--- src/rtl/param_pipe_addsub_pkg.sv ---
// Shared opcode encodings and the signed-overflow helper for the pipelined add/sub.
package param_pipe_addsub_pkg;

  localparam logic OP_ADD = 1'b0;
  localparam logic OP_SUB = 1'b1;

  // Overflow when both addend signs agree and the result sign disagrees with them.
  function automatic logic signed_ovf(input logic a_msb, input logic b_eff_msb, input logic sum_msb);
    return (a_msb == b_eff_msb) && (sum_msb != a_msb);
  endfunction

endpackage

--- src/rtl/param_pipe_addsub_segment.sv ---
// Combinational SEG_W-bit adder slice; one instance per pipeline stage.
module addsub_segment #(
  parameter int SEG_W = 4
) (
  input  logic [SEG_W-1:0] a,
  input  logic [SEG_W-1:0] b,
  input  logic             cin,
  output logic [SEG_W-1:0] sum,
  output logic             cout
);

  assign {cout, sum} = {1'b0, a} + {1'b0, b} + {{SEG_W{1'b0}}, cin};

endmodule

--- src/rtl/param_pipe_addsub.sv ---
// Add/subtract with the carry chain cut into STAGES registered slices, a valid pipe,
// signed-overflow flag and optional unsigned saturation.
module param_pipe_addsub
  import param_pipe_addsub_pkg::*;
#(
  parameter int WIDTH    = 8,
  parameter int STAGES   = 2,
  parameter int SATURATE = 0
) (
  input  logic             clk,
  input  logic             rst,
  input  logic             in_valid,
  input  logic             op,
  input  logic [WIDTH-1:0] a,
  input  logic [WIDTH-1:0] b,
  input  logic             cin,
  output logic             out_valid,
  output logic [WIDTH-1:0] sum,
  output logic             cout,
  output logic             ovf
);

  localparam int SEG = (STAGES > 0) ? WIDTH / STAGES : WIDTH;

  logic [WIDTH-1:0] raw_sum;
  logic             op_out;

  generate
    if (WIDTH < 2) begin : g_bad_width
      $error("param_pipe_addsub: WIDTH must be at least 2");
    end
    if (STAGES < 0 || (STAGES > 0 && (WIDTH % ((STAGES > 0) ? STAGES : 1)) != 0)) begin : g_bad_stages
      $error("param_pipe_addsub: WIDTH must be a multiple of STAGES");
    end

    if (STAGES == 0) begin : g_comb
      logic [WIDTH-1:0] b_eff;
      logic             c_eff;

      assign b_eff = (op == OP_SUB) ? ~b : b;
      assign c_eff = (op == OP_SUB) ? ~cin : cin;

      addsub_segment #(.SEG_W(WIDTH)) u_seg (
        .a   (a),
        .b   (b_eff),
        .cin (c_eff),
        .sum (raw_sum),
        .cout(cout)
      );

      assign ovf       = signed_ovf(a[WIDTH-1], b_eff[WIDTH-1], raw_sum[WIDTH-1]);
      assign out_valid = in_valid;
      assign op_out    = op;
    end else begin : g_pipe
      for (genvar gi = 0; gi < STAGES; gi++) begin : g_stg
        // Operand bits still to be added: slice gi and everything above it.
        localparam int HI_W = WIDTH - gi * SEG;

        logic [HI_W-1:0]          a_cur, b_cur;
        logic                     op_cur, c_cur, v_cur;
        logic [SEG-1:0]           b_eff, seg_sum;
        logic                     seg_cout;
        logic [(gi+1)*SEG-1:0]    low_next, low_reg;
        logic                     valid_reg, carry_reg, op_reg;

        if (gi == 0) begin : g_first
          assign a_cur    = a;
          assign b_cur    = b;
          assign op_cur   = op;
          assign c_cur    = (op == OP_SUB) ? ~cin : cin;
          assign v_cur    = in_valid;
          assign low_next = seg_sum;
        end else begin : g_next
          assign a_cur    = g_stg[gi-1].g_fwd.a_fwd_reg;
          assign b_cur    = g_stg[gi-1].g_fwd.b_fwd_reg;
          assign op_cur   = g_stg[gi-1].op_reg;
          assign c_cur    = g_stg[gi-1].carry_reg;
          assign v_cur    = g_stg[gi-1].valid_reg;
          assign low_next = {seg_sum, g_stg[gi-1].low_reg};
        end

        assign b_eff = (op_cur == OP_SUB) ? ~b_cur[SEG-1:0] : b_cur[SEG-1:0];

        addsub_segment #(.SEG_W(SEG)) u_seg (
          .a   (a_cur[SEG-1:0]),
          .b   (b_eff),
          .cin (c_cur),
          .sum (seg_sum),
          .cout(seg_cout)
        );

        // Lower result slices ride along in low_reg, which doubles as the output deskew.
        always_ff @(posedge clk or negedge rst) begin
          if (!rst) begin
            valid_reg <= 1'b0;
            carry_reg <= 1'b0;
            op_reg    <= 1'b0;
            low_reg   <= '0;
          end else begin
            valid_reg <= v_cur;
            if (v_cur) begin
              carry_reg <= seg_cout;
              op_reg    <= op_cur;
              low_reg   <= low_next;
            end
          end
        end

        if (gi < STAGES - 1) begin : g_fwd
          logic [HI_W-SEG-1:0] a_fwd_reg, b_fwd_reg;

          always_ff @(posedge clk or negedge rst) begin
            if (!rst) begin
              a_fwd_reg <= '0;
              b_fwd_reg <= '0;
            end else if (v_cur) begin
              a_fwd_reg <= a_cur[HI_W-1:SEG];
              b_fwd_reg <= b_cur[HI_W-1:SEG];
            end
          end
        end else begin : g_last
          logic ovf_reg;

          always_ff @(posedge clk or negedge rst) begin
            if (!rst) begin
              ovf_reg <= 1'b0;
            end else if (v_cur) begin
              ovf_reg <= signed_ovf(a_cur[SEG-1], b_eff[SEG-1], seg_sum[SEG-1]);
            end
          end
        end
      end

      assign out_valid = g_stg[STAGES-1].valid_reg;
      assign raw_sum   = g_stg[STAGES-1].low_reg;
      assign cout      = g_stg[STAGES-1].carry_reg;
      assign ovf       = g_stg[STAGES-1].g_last.ovf_reg;
      assign op_out    = g_stg[STAGES-1].op_reg;
    end
  endgenerate

  // Saturation is applied after the last register so cout/ovf keep their raw meaning.
  always_comb begin
    sum = raw_sum;
    if (SATURATE != 0) begin
      if (op_out == OP_ADD && cout) begin
        sum = '1;
      end else if (op_out == OP_SUB && !cout) begin
        sum = '0;
      end
    end
  end

endmodule

--- config.mk ---
export PLATFORM = sky130hd
export DESIGN_NAME = param_pipe_addsub
export DESIGN_NICKNAME = d
export VERILOG_FILES = /design/src/rtl/param_pipe_addsub_pkg.sv /design/src/rtl/param_pipe_addsub_segment.sv /design/src/rtl/param_pipe_addsub.sv
export SDC_FILE = /design/constraint.sdc
export NUM_CORES = 1
export LEC_CHECK = 0
export BUFFER_PORTS_ARGS = -buffer_cell sky130_fd_sc_hd__buf_2
export CELL_PAD_IN_SITES_DETAIL_PLACEMENT = 0
export CELL_PAD_IN_SITES_GLOBAL_PLACEMENT = 2
export CORE_UTILIZATION = 32
export DETAILED_ROUTE_END_ITERATION = 10
export GPL_ROUTABILITY_DRIVEN = 1
export PLACE_DENSITY = 0.72
export SYNTH_ARGS = -nofsm -noshare
export SYNTH_HDL_FRONTEND = slang
export SYNTH_HIERARCHICAL = 1
export SYNTH_SLANG_ARGS = --single-unit
--- constraint.sdc ---
create_clock -name clk -period 2 [get_ports clk]
set_input_delay 0.2 -clock clk [delete_from_list [all_inputs] [get_ports clk]]
set_output_delay 0.2 -clock clk [all_outputs]
set_load 0.01 [all_outputs]
### Word-level counts from Yosys, hierarchy flattened

Cells that the tools add are included.

* word-level logic and storage cells: 23
* input port bits: 21
* output and inout port bits: 11
* flip-flop bits (word level): 26

* $add $sub $neg: 4
* eq/ne operators: 2
* mux-type cells: 3
* bitwise logic cells: 3
* reduce and logical (&&, ||, !) cells: 1

Operator list (number)
* adder 4 x 4 -> 5 bit: 2
* adder 5 x 1 -> 5 bit: 2
* two-way mux 4 bit: 2
* NOT 4 bit: 2
* == test 1 bit: 1
* logical AND 1 bit: 1
* two-way mux 1 bit: 1
* != test 1 bit: 1
* NOT 1 bit: 1

### Depth between registers and ports, before layout

* word-level depth: 6
* depth in mapped cells: 9
* mapped depth without buffers: 8

### By module

Netlist, hierarchy kept.

By module, submodules not included
* param_pipe_addsub: cells each 66, area each 1071.0 µm², instances 1
* addsub_segment: cells each 16, area each 143.9 µm², instances 2

### Worst setup path after synthesis

Ideal clock, no wire load.

* path type: flip-flop to flip-flop
* start point: register g_pipe.g_stg[0].op_reg
* end point: register g_pipe.g_stg[1].carry_reg, in the netlist cout
* arrival time: 1791 ps
* setup time: 125 ps
* stages on the path, launching flop included: 10
* buffers on the path: 1
* path slack: 84 ps
* required time: 1875 ps
* path through: dfrtp_1 -> buf_6 -> xor2_1 -> fa_1 -> inv_1 -> fa_1 -> nor2b_1 -> o21ai_0 -> nand2b_1 -> mux2_2

* longest elaborated chain between the ends: 3

Ends and longest elaborated chain
* from (decl): line param_pipe_addsub.sv:64 `logic valid_reg, carry_reg, op_reg;`
* from (signal assigned): line param_pipe_addsub.sv:103 `op_reg <= op_cur;`
* two-way mux 4 bit: line param_pipe_addsub.sv:82 `assign b_eff = (op_cur == OP_SUB) ? ~b_cur[SEG-1:0] : b_cur[SEG-1:0];`
* via g_pipe.g_stg[1].b_eff[0]: line param_pipe_addsub.sv:61 `logic [SEG-1:0] b_eff, seg_sum;`
* adder 4 x 4 -> 5 bit: line param_pipe_addsub_segment.sv:12 `assign {cout, sum} = {1'b0, a} + {1'b0, b} + {{SEG_W{1'b0}}, cin};`
* adder 5 x 1 -> 5 bit: line param_pipe_addsub_segment.sv:12
* via g_pipe.g_stg[1].seg_cout: line param_pipe_addsub.sv:62 `logic seg_cout;`
* to (signal assigned): line param_pipe_addsub.sv:102 `carry_reg <= seg_cout;`
* to (decl): line param_pipe_addsub.sv:64

The timed path passes the listed nets, and every way through them passes these cells.
A chain may end at the register's enable or synchronous reset.

### Final worst setup path

* start point: register g_pipe.g_stg[0].op_reg
* end point: register g_pipe.g_stg[1].g_last.ovf_reg, in the netlist ovf

* longest elaborated chain between the ends: 5
* elaborated cells on any way between the ends: 6
* classes of those cells: add/sub (2); eq/ne (2); mux (1); reduce/logical (1)

Ends and longest elaborated chain
* two-way mux 4 bit: line param_pipe_addsub.sv:82
* via g_pipe.g_stg[1].b_eff[1]: line param_pipe_addsub.sv:61
* adder 4 x 4 -> 5 bit: line param_pipe_addsub_segment.sv:12
* adder 5 x 1 -> 5 bit: line param_pipe_addsub_segment.sv:12
* via g_pipe.g_stg[1].seg_sum[3]: line param_pipe_addsub.sv:61
* != test 1 bit: line param_pipe_addsub_pkg.sv:9 `return (a_msb == b_eff_msb) && (sum_msb != a_msb);`
* logical AND 1 bit: line param_pipe_addsub_pkg.sv:9
* to (signal assigned): line param_pipe_addsub.sv:128 `ovf_reg <= signed_ovf(a_cur[SEG-1], b_eff[SEG-1], seg_sum[SEG-1]);`
* to (decl): line param_pipe_addsub.sv:122 `logic ovf_reg;`

The timed path passes the listed nets, and every way through them passes these cells.

==> impl_metrics.env <==
export IMPL_status="completed"
export IMPL_drive_gt1_share_pct=50.8
export IMPL_synth_top_cell_area_share_pct=47.9
export IMPL_yosys_register_bits=26
export IMPL_path_delay_family="compound AO/OA/AOI/OAI gates"
export IMPL_antenna_found_initial=0
export IMPL_layout_min_cycle_time_ns=1.89
export IMPL_netlist_instances=98
export IMPL_grt_overflow=0
export IMPL_place_gp_congestion=0.699
export IMPL_insertion_delay_ns=0.26
export IMPL_cp_end_kind="flop"
export IMPL_hold_depth=2
export IMPL_crit_slowest_cell="dfrtp_1"
export IMPL_tightest_slew_ns=0.566
export IMPL_cts_tree="done"
export IMPL_fill_cells=391
export IMPL_critical_path_buf_inv_count=1
export IMPL_min_from="b[5]"
export IMPL_io_pins=32
export IMPL_die_y_um=67.2
export IMPL_area_delta_synth_final_pct=20.8
export IMPL_port_buffers=31
export IMPL_ys_seq_area_share_pct=47.9
export IMPL_synth_ff_type="dfrtp_1"
export IMPL_clock_skew_ns=0.00276
export IMPL_core_area_um2=4030
export IMPL_largest_reg_flops=8
export IMPL_yosys_warnings=6
export IMPL_p_total_w=0.00162
export IMPL_ir_worst_vdd_v=0.000290
export IMPL_drt_wl_total_mm=2.17
export IMPL_clk_pin_slew_worst_paths_ns=0.08
export IMPL_avgSynthCellArea_um2=13.9
export IMPL_core_rowCount=23
export IMPL_netlist_area_um2=1360
export IMPL_drc=0
export IMPL_slew_headroom_pct=62.3
export IMPL_synth_enable_flop_cells=0
export IMPL_crit_required_ns=2.13
export IMPL_r2r_slack_ns=0.11
export IMPL_path_max_fanout=4
export IMPL_path_cells="buf_4 > xor2_2 > ha_1 > a21o_1 > a21oi_2 > xnor2_2 > nand4b_1 > o221ai_1"
export IMPL_finalSetupTns_ns=0
export IMPL_rsz0062_at_grt="false"
export IMPL_die_area_um2=4510
export IMPL_synth_cell_types=19
export IMPL_p_leak_nw=0.778
export IMPL_post_cts_buffers=0
export IMPL_critPathMaxStageDelay_ns=0.40
export IMPL_cts_buffers=3
export IMPL_die_w_um=67.2
export IMPL_min_to="g_pipe.g_stg[0].g_fwd.b_fwd_reg[1]"
export IMPL_ff2ff_path_depth=8
export IMPL_drv_slew=0
export IMPL_grt_pass1_wl_mm=3.76
export IMPL_grt_pass1_vias=849
export IMPL_cts_sinks=26
export IMPL_post_route_period_util_pct=94.3
export IMPL_r2r_start="g_pipe.g_stg[0].op_reg"
export IMPL_cp_arrival_ns=2.01
export IMPL_wl_per_cell_um=11.9
export IMPL_setup_viol_count_final=0
export IMPL_nNetsFinal=164
export IMPL_num_antenna_cells=0
export IMPL_ys_async_sr_fraction_pct=100
export IMPL_drt_iter0_markers=14
export IMPL_synth_area_top_cells="dfrtp_1 48%, mux2_2 19%, fa_1 5.9%"
export IMPL_r2r_end="ovf"
export IMPL_cts_buffer_depth=2
export IMPL_syn_nets=129
export IMPL_grt_usage_pct=11.4
export IMPL_synth_top_cell_by_area="dfrtp_1"
export IMPL_hold_violations=0
export IMPL_final_util_pct=40.7
export IMPL_cts_root_buf="clkbuf_8"
export IMPL_crit_type="reg2reg"
export IMPL_cp_start_kind="flop"
export IMPL_grt_start_max_net_pins=27
export IMPL_hp_class="in2reg"
export IMPL_dp_hpwl_mm=1.72
export IMPL_firstDrtPassIters=4
export IMPL_htreeDepth=1
export IMPL_power_density_nw_per_um2=985
export IMPL_fmax_mhz=530
export IMPL_vias=813
export IMPL_drv_cap=0
export IMPL_detail_route_antenna_nets=0
export IMPL_avgViaCountPerCell=4.47
export IMPL_initial_core_util_pct=33.7
## logic make-up after synthesis
| logic type | synth area share [%] |
|---|---|
| DFF | 47.9 |
| muxes | 19.1 |
| xor gates and xnor gates | 9.76 |
| buffers and inverters | 5.06 |
| adders and majority gates | 11.4 |
| AOI/OAI and AO/OA | 3.78 |
| and+or+nand+nor | 3.04 |
## layout make-up
cell class | count | area (um2) | share of cell area (%)
timing repair buffer | 34 | 180 | 11.0
tap | 50 | 62.6 | 3.81
inverter | 9 | 33.8 | 2.06
sequential | 26 | 651 | 39.6
clock buffer | 4 | 55.1 | 3.35
multi-input combinational | 59 | 659 | 40.2
## synthesized netlist by cell type, types with 2 or more instances
| cell | number |
|---|---|
| fa_1 | 4 |
| nand2b_1 | 2 |
| xor2_1 | 8 |
| ha_1 | 6 |
| inv_1 | 9 |
| dfrtp_1 | 26 |
| o21ai_0 | 2 |
| xnor2_1 | 4 |
| mux2_2 | 23 |
| buf_6 | 2 |
| a21oi_2 | 2 |
| a21o_1 | 2 |
| nor2b_1 | 2 |
## report_power, final
group | total (W) | leakage (nW) | switching (W) | internal [W]
sequential | 0.000741 | 0.306 | 0.0000763 | 0.000664
clock | 0.000329 | 0.0288 | 0.000154 | 0.000176
combinational | 0.000548 | 0.443 | 0.000246 | 0.000302
## layout by cell type (no fill, tap or decap), drive strengths merged
| cell type | count |
|---|---|
| buf | 33 |
| dfrtp | 26 |
| mux2 | 23 |
| inv | 9 |
| xor2 | 9 |
| ha | 6 |
| clkbuf | 4 |
| xnor2 | 4 |
| fa | 4 |
| nor2b | 2 |
| nand2b | 2 |
| a21o | 2 |
| a21oi | 2 |
| o21ai | 2 |
| nand3b | 1 |
| nand4b | 1 |
| o221ai | 1 |
| dlygate4sd3 | 1 |
## how the worst max path moves through the flow
| stage | startpoint | to | slack, ns | cells after the start |
|---|---|---|---|---|
| floorplan | g_pipe.g_stg[0].op_reg | cout | 0.08 | 9 |
| global placement | g_pipe.g_stg[0].op_reg | cout | 0.08 | 8 |
| detailed placement | g_pipe.g_stg[0].op_reg | cout | 0.08 | 8 |
| CTS | g_pipe.g_stg[0].op_reg | cout | 0.05 | 8 |
| global route | g_pipe.g_stg[0].op_reg | ovf | 0.01 | 8 |
| finish | g_pipe.g_stg[0].op_reg | ovf | 0.11 | 8 |
## per-layer routing
metal | track usage [%] | part of all wire [%]
met5 | 0 | 0
met1 | 13.5 | 42
met4 | 5.59 | 1.2
met2 | 19.1 | 50
met3 | 2.70 | 5.9
## per-stage QoR
| step | setup WS, ns | hold slack (ns) | cell area [um2] | instances |
|---|---|---|---|---|
| 6_report | 0.113 | 0.161 | 1640 | 182 |
| 5_1_grt | 0.0150 | 0.144 | 1640 | 182 |
| 4_1_cts | 0.0493 | 0.151 | 1620 | 182 |
| 3_5_place_dp | 0.0818 | 0.228 | 1560 | 177 |
| 3_3_place_gp | 0.0773 | 0.226 | 1560 | 177 |
| 2_1_floorplan | 0.0842 | -0.0956 | 1360 | 98 |
## repair_timing
item / 4_1_cts / 5_1_grt
hold endpoints to repair: 26 / 0
gates resized for setup: 0 / 5
setup endpoints to repair: 0 / 2
hold buffers: 1 / 0
Note: power is estimated with default switching activity, not from simulation.
